### src/rtl/fetch_pkg.sv
// fetch_pkg: shared state encoding and widths for the fetch sequencer
package fetch_pkg;
  typedef enum logic [1:0] {IDLE = 2'd0, RUN = 2'd1, DRAIN = 2'd2, HALT = 2'd3} state_e;
  localparam int WORD_W  = 32;
  localparam int DEPTH   = 2;
  localparam int ENTRY_W = 2 * WORD_W;
endpackage

### src/rtl/fetch_fifo.sv
// fetch_fifo: 2-entry in-order buffer of {pc, instr} with flush
module fetch_fifo import fetch_pkg::*; (
  input  logic               clk,
  input  logic               rst_n,
  input  logic               push,
  input  logic               pop,
  input  logic               flush,
  input  logic [ENTRY_W-1:0] din,
  output logic               full,
  output logic               empty,
  output logic [ENTRY_W-1:0] head
);
  logic [1:0] cnt_q, cnt_d, cnt_p;
  logic [ENTRY_W-1:0] e0_q, e0_d, e1_q, e1_d;
  always_comb begin
    cnt_p = cnt_q - {1'b0, pop};
    e0_d  = (push && cnt_p == 2'd0) ? din : (pop ? e1_q : e0_q);
    e1_d  = (push && cnt_p == 2'd1) ? din : e1_q;
    cnt_d = flush ? 2'd0 : cnt_p + {1'b0, push};
  end
  always_ff @(posedge clk or negedge rst_n) begin
    if (!rst_n) begin
      cnt_q <= '0;
      e0_q  <= '0;
      e1_q  <= '0;
    end else begin
      cnt_q <= cnt_d;
      e0_q  <= e0_d;
      e1_q  <= e1_d;
    end
  end
  assign full  = cnt_q == 2'(DEPTH);
  assign empty = cnt_q == 2'd0;
  assign head  = e0_q;
endmodule

### src/rtl/fetch_sequencer.sv
// fetch_sequencer: PC, start/halt FSM, redirect and fault control feeding a 2-entry fetch buffer
module fetch_sequencer import fetch_pkg::*; #(
  parameter logic [WORD_W-1:0] RESET_PC  = '0,
  parameter logic [WORD_W-1:0] MEM_WORDS = 32'd256
) (
  input  logic              clk,
  input  logic              rst_n,
  input  logic              start,
  input  logic              halt_req,
  input  logic              redirect,
  input  logic [WORD_W-1:0] redirect_pc,
  output logic [WORD_W-1:0] mem_pc,
  input  logic [WORD_W-1:0] mem_data,
  output logic              instr_valid,
  input  logic              instr_ready,
  output logic [WORD_W-1:0] instr,
  output logic [WORD_W-1:0] instr_pc,
  output logic              fault,
  output logic              busy
);
  state_e state_q, state_d;
  logic [WORD_W-1:0] pc_q, pc_d;
  logic fault_q, fault_d;
  logic full, empty, deq, active, flush, try_fetch, flt, fetch;
  logic [ENTRY_W-1:0] head;
  assign active    = state_q == RUN || state_q == DRAIN;
  assign flush     = active && redirect;
  assign deq       = instr_valid && instr_ready;
  assign try_fetch = state_q == RUN && !redirect && !halt_req && (!full || deq);
  assign flt       = try_fetch && pc_q >= MEM_WORDS;
  assign fetch     = try_fetch && !flt;
  fetch_fifo u_fifo (
    .clk   (clk),
    .rst_n (rst_n),
    .push  (fetch),
    .pop   (deq && !flush),
    .flush (flush),
    .din   ({pc_q, mem_data}),
    .full  (full),
    .empty (empty),
    .head  (head)
  );
  always_comb begin
    state_d = state_q;
    pc_d    = pc_q;
    fault_d = fault_q || flt;
    if (!active && start) begin
      state_d = RUN;
      pc_d    = RESET_PC;
      fault_d = 1'b0;
    end else if (flush) pc_d = redirect_pc;
    else if (fetch) pc_d = pc_q + 1'b1;
    if (state_q == RUN && (halt_req || flt)) state_d = DRAIN;
    if (state_q == DRAIN && empty) state_d = HALT;
  end
  always_ff @(posedge clk or negedge rst_n) begin
    if (!rst_n) begin
      state_q <= IDLE;
      pc_q    <= RESET_PC;
      fault_q <= 1'b0;
    end else begin
      state_q <= state_d;
      pc_q    <= pc_d;
      fault_q <= fault_d;
    end
  end
  assign mem_pc      = pc_q;
  assign instr_valid = !empty;
  assign instr       = head[WORD_W-1:0];
  assign instr_pc    = head[ENTRY_W-1:WORD_W];
  assign fault       = fault_q;
  assign busy        = active;
endmodule

### config.mk
export PLATFORM = sky130hd
export DESIGN_NAME = fetch_sequencer
export DESIGN_NICKNAME = d
export VERILOG_FILES = /design/src/rtl/fetch_pkg.sv /design/src/rtl/fetch_fifo.sv /design/src/rtl/fetch_sequencer.sv
export SDC_FILE = /design/constraint.sdc
export NUM_CORES = 1
export LEC_CHECK = 0
export BUFFER_PORTS_ARGS = -buffer_cell sky130_fd_sc_hd__clkbuf_2
export CAP_MARGIN = 20
export CORE_UTILIZATION = 40
export CTS_CLUSTER_SIZE = 10
export DETAILED_ROUTE_END_ITERATION = 7
export PLACE_DENSITY_LB_ADDON = 0.12
export SLEW_MARGIN = 15
export SYNTH_ARGS = -nofsm -noshare
export SYNTH_HDL_FRONTEND = slang
export SYNTH_SLANG_ARGS = --single-unit
### constraint.sdc
create_clock -name clk -period 6 [get_ports clk]
set_input_delay 1.8 -clock clk [delete_from_list [all_inputs] [get_ports clk]]
set_output_delay 1.8 -clock clk [all_outputs]
set_load 0.005 [all_outputs]
==> flow_summary.yaml, run 1 <==
synthesis:
  synthFlopType: "dfrtp_1"
  synth_common_cells: "dfrtp_1 (165), nand2_1 (80), a21oi_1 (76)"
  ys_seq_area_share_pct: 60.28
  synth_top_area_share_pct: 60.28
  syn_inst: 606
  synth_edf_count: 0
  yosysTopAreaCell: "dfrtp_1"
  syn-cell-area_um2: 6849
  syn-mean-instance-area_um2: 11.30
  ys_warn_count: 0
  yosysUniqueCellTypes: 40
  synth_area_leaders: "dfrtp_1 (60%), mux2_1 (6.6%), mux2i_1 (6.3%), a21oi_1 (5.6%), nand2_1 (4.4%)"
  synth_nets: 682
  ys_ff_latch: 165
  yosysMostFrequentCell: "dfrtp_1"
  postSynth.asyncResetShare_pct: 100.0
setup_path:
  critPathTopFamily: "simple AND/OR/NAND/NOR gates"
  crit_path_frequent_cell: "nor2_1"
  rrSetupSlack_ns: 2.20
  arrival_ns: 4.72
  cp.buffers_inverters: 3
  end_kind: "flop"
  slowest_stage: "nand2b_1"
  crit_fanout: 80
  worstPathRequired_ns: 6.33
  crit_type: "in -> reg"
  critPathLaunch: "redirect"
  crit-reg2reg-launch: "state_q[0]"
  slowest_delay_ns: 0.63
  path_cells: "clkbuf_2, nand2b_1, nand3_4, inv_2, ha_1, xor2_1, nor2_1, nand4_1, buf_4, nor2_1, a21oi_1"
  start_kind: "input pin"
global_route:
  met2_usage_pct: 29.32
  antenna_found_initial: 0
  grt_util_met1_pct: 24.72
  grt_max_degree: 96
  grt_pass1_wl_mm: 25.65
  met3_usage_pct: 4.636
  grt.overflow.total: 0
  grt_pass1_vias: 5058
  globalRoute.busiestLayer: "met2"
  grtUsageTotal_pct: 18.60
route:
  ant_nets: 0
  post-route-drc-count: 0
  dr.pass1.iters: 4
  wl_per_cell_um: 15.63
  dr_total_vias: 4962
  wl_mm: 15.55
  avgViaCountPerCell: 4.987
  drt_iter0_markers: 214
hold_path:
  hp-start: "u_fifo.e1_q[17]"
  min_path_type: "reg -> reg"
timing:
  whs_ns: 0.4820
  hold_viol: 0
  tns_ns: 0
  drv_slew: 0
  setup_viol: 0
  slew_headroom_pct: 33.46
  fmax_ghz: 0.2277
  skew_ns: 0.006631
  rsz0062_at_grt: "no"
  post-route-min-period_ns: 4.391
  post-route-period-util_pct: 73.19
  worst_pin_slew_ns: 0.9982
run_status:
  status: "finished clean"
clock_network:
  cts_buffers: 17
  cts-htree-levels: 4
  postCtsSetupBuffers: 0
  cts_hold_buffers: 0
  clkSlewWorstSetupHoldPaths_ns: 0.06
  cts_tree: "yes"
  cts_buffer_depth: 2
  root_buffer: "clkbuf_16"
  cts-resized-gates: 0
  clock-sinks: 165
  insertion_delay_ns: 0.41
die:
  rows: 47
  fp.dieW_um: 132.9
  dieArea_um2: 17650
  coreArea_um2: 16640
  die_height_um: 132.9
  ios: 169
  initial_core_util_pct: 41.15
run:
  drv_cap: 0
cells_and_area:
  antenna_cells: 0
  nets: 839
  multi_input_area_um2: 2522
  area_growth_pct: 23.73
  seqCellArea_um2: 4129
  num-fill-cells: 1515
  drive_gt1_share_pct: 26.97
  utilization_pct: 50.92
power_and_ir_drop:
  peakVddDrop_v: 0.0002946
  power.density_nw_per_um2: 373.4
  p_leak_nw: 4.649
  p_total_mw: 3.164
placement:
  io_buffers: 168
  dpl.hpwl_mm: 10.54
  place.gp.congestion: 0.8451
==> cells in the final DEF, fill, tap and decap left out, types with 13 or more instances in the layout <==
master / instances
clkbuf_2: 167
dfrtp_1: 165
nand2_1: 80
a21oi_1: 76
nor2_1: 53
mux2i_1: 43
mux2_1: 40
nor2b_1: 24
clkbuf_16: 17
a22o_1: 13
==> through the flow <==
step,setup WS (ns),instances,area (um2)
global route,1.278,995,8474
global placement,1.353,963,7860
detailed placement,1.192,963,7860
floorplan,2.260,606,6849
CTS,1.621,994,8467
finish,1.609,995,8474
==> logic make-up (layout without fill, tap and decap cells) <==
family / count (synthesis) / in the layout / share of synthesized area (%)
flip-flops: 165 / 165 / 60.28
buffers and inverters: 47 / 216 / 3.233
AND/OR/NAND/NOR: 193 / 193 / 12.95
multiplexers: 83 / 83 / 12.86
AO/OA/AOI/OAI: 107 / 107 / 8.933
adder cells (fa/ha/maj): 6 / 6 / 1.096
XOR/XNOR: 5 / 5 / 0.6394
==> flip-flops by register name (all words and copies together), names as in the netlist <==
| signal | cells |
|---|---|
| u_fifo.head | 64 |
| u_fifo.cnt_q | 2 |
| state_q | 2 |
| u_fifo.e1_q | 64 |
| mem_pc | 32 |
| fault | 1 |
==> worst paths after layout <==
path | endpoint | cells past startpoint
setup reg to reg | u_fifo.head[11] | 12
min in group asynchronous | u_fifo.head[15] | 1
hold reg to reg | u_fifo.e1_q[17] | 1
hold / removal | u_fifo.e1_q[17] | 1
setup / recovery | u_fifo.head[11] | 11
max in group asynchronous | u_fifo.e1_q[7] | 2
==> report_power, final <==
part | total, mW | internal, mW | leakage [nW] | switching [mW]
Clock | 1.12 | 0.705 | 0.298 | 0.416
Sequential | 1.33 | 1.22 | 2.27 | 0.109
Combinational | 0.712 | 0.290 | 2.08 | 0.422
Total | 3.16 | 2.22 | 4.65 | 0.947
==> area by class of cell <==
type	count	area share, %
inverters	9	0.3986
clock inverters	9	1.801
multi-input cells	394	29.77
clock buffers	22	5.360
repair buffers	176	10.70
well taps	220	3.248
flip-flops and latches	165	48.72
==> per-layer routing <==
metal	vias to the layer above	part of all wire, %
li1	2391	-
met1	2416	46
met2	135	47
met3	20	4.9
met4	0	1.9
met5	-	0
No activity file was read; power rests on OpenSTA's default activity.
==> inputs of run 2 (changes only) <==
==> constraint.sdc (replaced) <==
create_clock -name clk -period 4.05 [get_ports clk]
set_input_delay 1.215 -clock clk [delete_from_list [all_inputs] [get_ports clk]]
set_output_delay 1.215 -clock clk [all_outputs]
set_load 0.005 [all_outputs]
==> run 2 against run 1 <==
  * Register-to-register slack lost 1.0 ns
  * Clock power up 36%
  * Non-clock buffer count increased by 4
  * Routed wire length shrank 1.5%
  * First-iteration DRC count increased by 35%
==> flow_summary.yaml, run 2 (synthesized netlist as in run 1, its figures left out) <==
run_status:
  status: "finished clean"
placement:
  dpl.hpwl_mm: 10.42
  dp_cells: 968
  io_buffers: 168
  place.gp.congestion: 0.8312
power_and_ir_drop:
  p_total_mw: 4.556
  combPwrFrac_pct: 23.4
  p_sw_mw: 1.404
  peakVddDrop_v: 0.0003857
  seqPwrFrac_pct: 43.2
  swShare_pct: 30.82
  power.density_nw_per_um2: 536.9
  p_int_mw: 3.152
  p_leak_nw: 4.650
  clkPwrFrac_pct: 33.4
die:
  initial_core_util_pct: 41.15
  rows: 47
  coreArea_um2: 16640
  die_height_um: 132.9
  ios: 169
  fp.dieW_um: 132.9
  dieArea_um2: 17650
route:
  ant_nets: 0
  drt_iter0_markers: 288
  wl_per_cell_um: 15.33
  avgViaCountPerCell: 4.963
  wl_mm: 15.31
  post-route-drc-count: 0
  dr.pass1.iters: 4
  dr_total_vias: 4958
setup_path:
  crit_fanout: 41
  crit-reg2reg-launch: "state_q[0]"
  crit_type: "in -> reg"
  crit_path_frequent_cell: "buf_4"
  ff2ff_path_depth: 11
  path_cells: "clkbuf_2, nand2b_1, nand3_4, inv_2, ha_1, xor2_1, nor4b_4, buf_4, buf_4, nor2b_1"
  start_kind: "input pin"
  critPathLaunch: "redirect"
  arrival_ns: 3.20
  end_kind: "flop"
  worstPathRequired_ns: 4.34
  slowest_delay_ns: 0.53
  slowest_stage: "buf_4"
clock_network:
  cts_buffers: 17
  postCtsSetupBuffers: 0
  root_buffer: "clkbuf_16"
  cts_buffer_depth: 2
  clock-sinks: 165
  insertion_delay_ns: 0.42
  cts_hold_buffers: 0
  clkSlewWorstSetupHoldPaths_ns: 0.06
  cts-htree-levels: 4
  cts_tree: "yes"
  cts-resized-gates: 0
timing:
  skew_ns: 0.008137
  whs_ns: 0.4849
  rsz0062_at_grt: "no"
  fmax_ghz: 0.3448
  hold_viol: 0
  setup_viol: 0
  post-route-min-period_ns: 2.900
  worst_pin_slew_ns: 1.024
  slew_headroom_pct: 31.48
  tns_ns: 0
  drv_slew: 0
  post-route-period-util_pct: 71.62
cells_and_area:
  area_growth_pct: 23.89
  antenna_cells: 0
  utilization_pct: 50.99
  final_cells: 999
  num-fill-cells: 1520
  drive_gt1_share_pct: 27.60
  nets: 843
  final_cell_mix: "clkbuf_2 (167), dfrtp_1 (165), nand2_1 (80), a21oi_1 (76), nor2_1 (53)"
  final_common_cell: "clkbuf_2"
hold_path:
  hold_depth: 1
  hp-start: "u_fifo.e1_q[6]"
  min_path_type: "reg -> reg"
global_route:
  grtUsageTotal_pct: 18.28
  grt.overflow.total: 0
  grt_max_degree: 86
  antenna_found_initial: 0
  grt_pass1_wl_mm: 25.34
  grt_pass1_vias: 4975
run:
  drv_cap: 0
==> run 2: power by group through the flow <==
stage	sequential [mW]	clock, mW	combinational, mW
floorplan	1.97	0	0.655
global placement	1.99	0	1.05
detailed placement	2.00	0	1.08
CTS	1.97	1.57	1.08
global route	2.00	1.63	1.19
finish	1.97	1.52	1.07
==> run 2: layout make-up <==
| cell class | instances | area (um2) | area share [%] |
|---|---|---|---|
| Multi-Input combinational cell | 394 | 2522 | 29.73 |
| Timing Repair Buffer | 180 | 962.2 | 11.34 |
| Sequential cell | 165 | 4129 | 48.66 |
| Inverter | 9 | 33.78 | 0.3981 |
| Clock inverter | 8 | 75.07 | 0.8847 |
| Clock buffer | 23 | 488.0 | 5.751 |
| Tap cell | 220 | 275.3 | 3.244 |
==> run 2: critical path, delay by kind of cell <==
family / cells / cell delay, ns
buffers and inverters: 4 / 1.04
AND/OR/NAND/NOR: 4 / 0.54
XOR/XNOR: 1 / 0.20
adder cells (fa/ha/maj): 1 / 0.18
==> run 2: path summary, 6_finish.rpt <==
kind / endpoint / slack [ns]
worst max-delay path: u_fifo.e1_q[59] / 1.15
worst min-delay path: u_fifo.e1_q[6] / 0.48
worst max register to register: u_fifo.e1_q[59] / 1.16
worst min register to register: u_fifo.e1_q[6] / 0.48
max in group asynchronous: u_fifo.e1_q[34] / 2.35
min in group asynchronous: u_fifo.e1_q[17] / 0.85
==> run 2: metrics by stage <==
step / setup WS [ns] / cell area (um2)
finish: 1.150 / 8486
global route: 0.9101 / 8486
CTS: 1.118 / 8486
detailed placement: 0.6940 / 7923
global placement: 0.7806 / 7923
floorplan: 0.8954 / 6849
==> run 2: routing by layer <==
layer  up-vias  GRT usage (%)  wire length, um  part of all wire, %
met5         -              0                0                    0
met4         0          6.066              186                  1.2
met3        16          5.211              875                  5.7
met2       140          28.80             7203                   47
met1      2407          24.24             7047                   46
li1       2395              -                -                    -
==> inputs of run 3 (changes only) <==
--- a/config.mk
+++ b/config.mk
@@ -5,6 +5,7 @@
 export SDC_FILE = /design/constraint.sdc
 export NUM_CORES = 1
 export LEC_CHECK = 0
+export ABC_AREA = 1
 export BUFFER_PORTS_ARGS = -buffer_cell sky130_fd_sc_hd__clkbuf_2
 export CAP_MARGIN = 20
 export CORE_UTILIZATION = 40
==> constraint.sdc (replaced) <==
create_clock -name clk -period 2.66 [get_ports clk]
set_input_delay 0.798 -clock clk [delete_from_list [all_inputs] [get_ports clk]]
set_output_delay 0.798 -clock clk [all_outputs]
set_load 0.005 [all_outputs]
==> run 3 against run 2 <==
  * The flow now finishes with violations (design-rule violations)
  * Sequential share of layout area fell by 4.1 points
  * Worst setup slack worse by 0.80 ns
  * Routed wire length rose by 20%
  * Die area rose by 8.5%
  * Power rose by 90%
  * Non-clock buffer count is 14 higher
  * Critical path depth up 1
  * Synthesized area increased by 8.7%
  * Count of clock-buffer cells in the layout down 4
  * Register-to-register slack got worse by 0.81 ns
  * Synthesized cell count increased by 52%
  * Highest routed layer unchanged
==> flow_summary.yaml, run 3 <==
synthesis:
  synth_area_leaders: "dfrtp_1 (55%), nand2_1 (14%), nand3_1 (10%), nor2_1 (4.6%), inv_1 (4.4%)"
  yosysUniqueCellTypes: 26
  synth_common_cells: "nand2_1 (287), dfrtp_1 (165), nand3_1 (149)"
  syn-cell-area_um2: 7442
  ys_ff_latch: 165
  yosysTopAreaCell: "dfrtp_1"
  syn_inst: 922
  ys_seq_area_share_pct: 55.48
  postSynth.asyncResetShare_pct: 100.0
  ys_warn_count: 0
  synth_top_area_share_pct: 55.48
  synthFlopType: "dfrtp_1"
  yosysMostFrequentCell: "nand2_1"
  synth_edf_count: 0
  synth_nets: 998
  syn-mean-instance-area_um2: 8.072
placement:
  io_buffers: 168
  place_area_um2: 8651
  dpl.hpwl_mm: 11.87
  place.gp.congestion: 0.7710
  dp_cells: 1288
timing:
  hold_viol: 0
  whs_ns: 0.2926
  rsz0062_at_grt: "no"
  fmax_ghz: 0.4330
  tns_ns: 0
  worst_pin_slew_ns: 0.6309
  skew_ns: 0.01511
  post-route-min-period_ns: 2.309
  setup_viol: 0
  slew_headroom_pct: 57.79
  drv_slew: 0
  post-route-period-util_pct: 86.82
global_route:
  met3_usage_pct: 4.260
  globalRoute.busiestLayer: "met2"
  grt_util_met1_pct: 28.59
  grt_max_degree: 81
  grtUsageTotal_pct: 20.46
  met2_usage_pct: 32.14
  grt.overflow.total: 0
  grt_pass1_vias: 6116
  grt_pass1_wl_mm: 31.21
  antenna_found_initial: 0
setup_path:
  crit_type: "reg -> reg"
  cp.buffers_inverters: 3
  end_kind: "flop"
  worstPathRequired_ns: 3.02
  slowest_delay_ns: 0.37
  slowest_stage: "dfrtp_1"
  critPathTopFamily: "simple AND/OR/NAND/NOR gates"
  path_cells: "inv_1, ha_1, nor2_2, nor3_4, ha_1, xor2_1, inv_2, nand3_4, buf_4, nand2_1, nand2_1"
  arrival_ns: 2.67
  crit_fanout: 32
  start_kind: "flop"
cells_and_area:
  final_cells: 1320
  area_growth_pct: 24.50
  final_common_cell: "nand2_1"
  num-fill-cells: 1841
  antenna_cells: 0
  design_area_um2: 9265
  final_cell_mix: "nand2_1 (287), clkbuf_2 (167), dfrtp_1 (165), nand3_1 (147), nor2_1 (91)"
  drive_gt1_share_pct: 21.81
  nets: 1154
clock_network:
  cts-resized-gates: 0
  cts_buffers: 17
  cts_tree: "yes"
  root_buffer: "clkbuf_16"
  insertion_delay_ns: 0.43
  postCtsSetupBuffers: 0
  cts_hold_buffers: 0
  cts_buffer_depth: 2
  clkSlewWorstSetupHoldPaths_ns: 0.07
  clock-sinks: 165
  cts-htree-levels: 4
route:
  dr.pass1.iters: 8
  dr_total_vias: 6421
  drt_iter0_markers: 374
  ant_nets: 0
  post-route-drc-count: 14
  avgViaCountPerCell: 4.864
  wl_per_cell_um: 13.96
  wl_mm: 18.42
die:
  ios: 169
  initial_core_util_pct: 41.15
  dieArea_um2: 19150
  die_height_um: 138.4
  fp.dieW_um: 138.4
  rows: 49
  coreArea_um2: 18090
run_status:
  violations: "design-rule violations"
  status: "finished with violations"
power_and_ir_drop:
  p_total_mw: 8.669
  power.density_nw_per_um2: 935.7
  p_leak_nw: 4.986
  peakVddDrop_v: 0.0005533
hold_path:
  min_path_type: "in -> async"
run:
  drv_cap: 0
==> run 3: cell types whose count changed after synthesis, sizes merged, moves of 13 or more <==
cell and change:
a21oi -73, a22o -13, inv +84, mux2 -40
mux2i -43, nand2 +207, nand3 +145, nand4 +36
nor2 +40, nor2b -25
==> run 3: layer usage <==
metal / wire length [um] / vias to the layer above
met5: 0 / -
met4: 193 / 0
met3: 755 / 15
met2: 8592 / 143
met1: 8884 / 3033
li1: - / 3230
==> run 3: area by class of cell <==
type	instances	area [um2]	area share, %
clock inverter	13	171.4	1.850
sequential	165	4129	44.56
multi-input combinational	607	2743	29.60
clock buffer	19	442.9	4.781
inverter	93	350.3	3.781
timing repair buffer	194	1142	12.33
tap	229	286.5	3.093
==> run 3: worst paths after layout <==
| kind | from | endpoint | cells after the start | slack [ns] |
|---|---|---|---|---|
| hold / removal | rst_n | u_fifo.head[61] | 1 | 0.29 |
| hold reg to reg | u_fifo.e1_q[7] | u_fifo.e1_q[7] | 2 | 0.48 |
| setup / recovery | state_q[0] | u_fifo.e1_q[23] | 11 | 0.35 |
| setup reg to reg | state_q[0] | u_fifo.e1_q[23] | 11 | 0.35 |
| min in group clk | u_fifo.e1_q[7] | u_fifo.e1_q[7] | 2 | 0.48 |
| max in group asynchronous | rst_n | u_fifo.e1_q[28] | 2 | 1.63 |
==> run 3: cell families after synthesis <==
logic type	share of synthesized area [%]
fa+ha+maj	1.009
buf+inv	8.019
flops	55.48
compound gates	1.564
simple gates	33.34
xor+xnor	0.5884
==> run 3: through the flow <==
| stage | worst slack (ns) | util [%] |
|---|---|---|
| 6_report | 0.3507 | 51.23 |
| 5_1_grt | 0.1418 | 51.23 |
| 4_1_cts | 0.3318 | 51.23 |
| 3_5_place_dp | 0.1665 | 47.83 |
| 3_3_place_gp | 0.2145 | 47.83 |
| 2_1_floorplan | 0.006628 | - |
==> run 3: where the power goes <==
part           internal (mW)  switching (mW)  leakage (nW)
registers               3.02           0.387          2.07
clock network           1.52            1.03         0.295
logic                   1.01            1.70          2.62
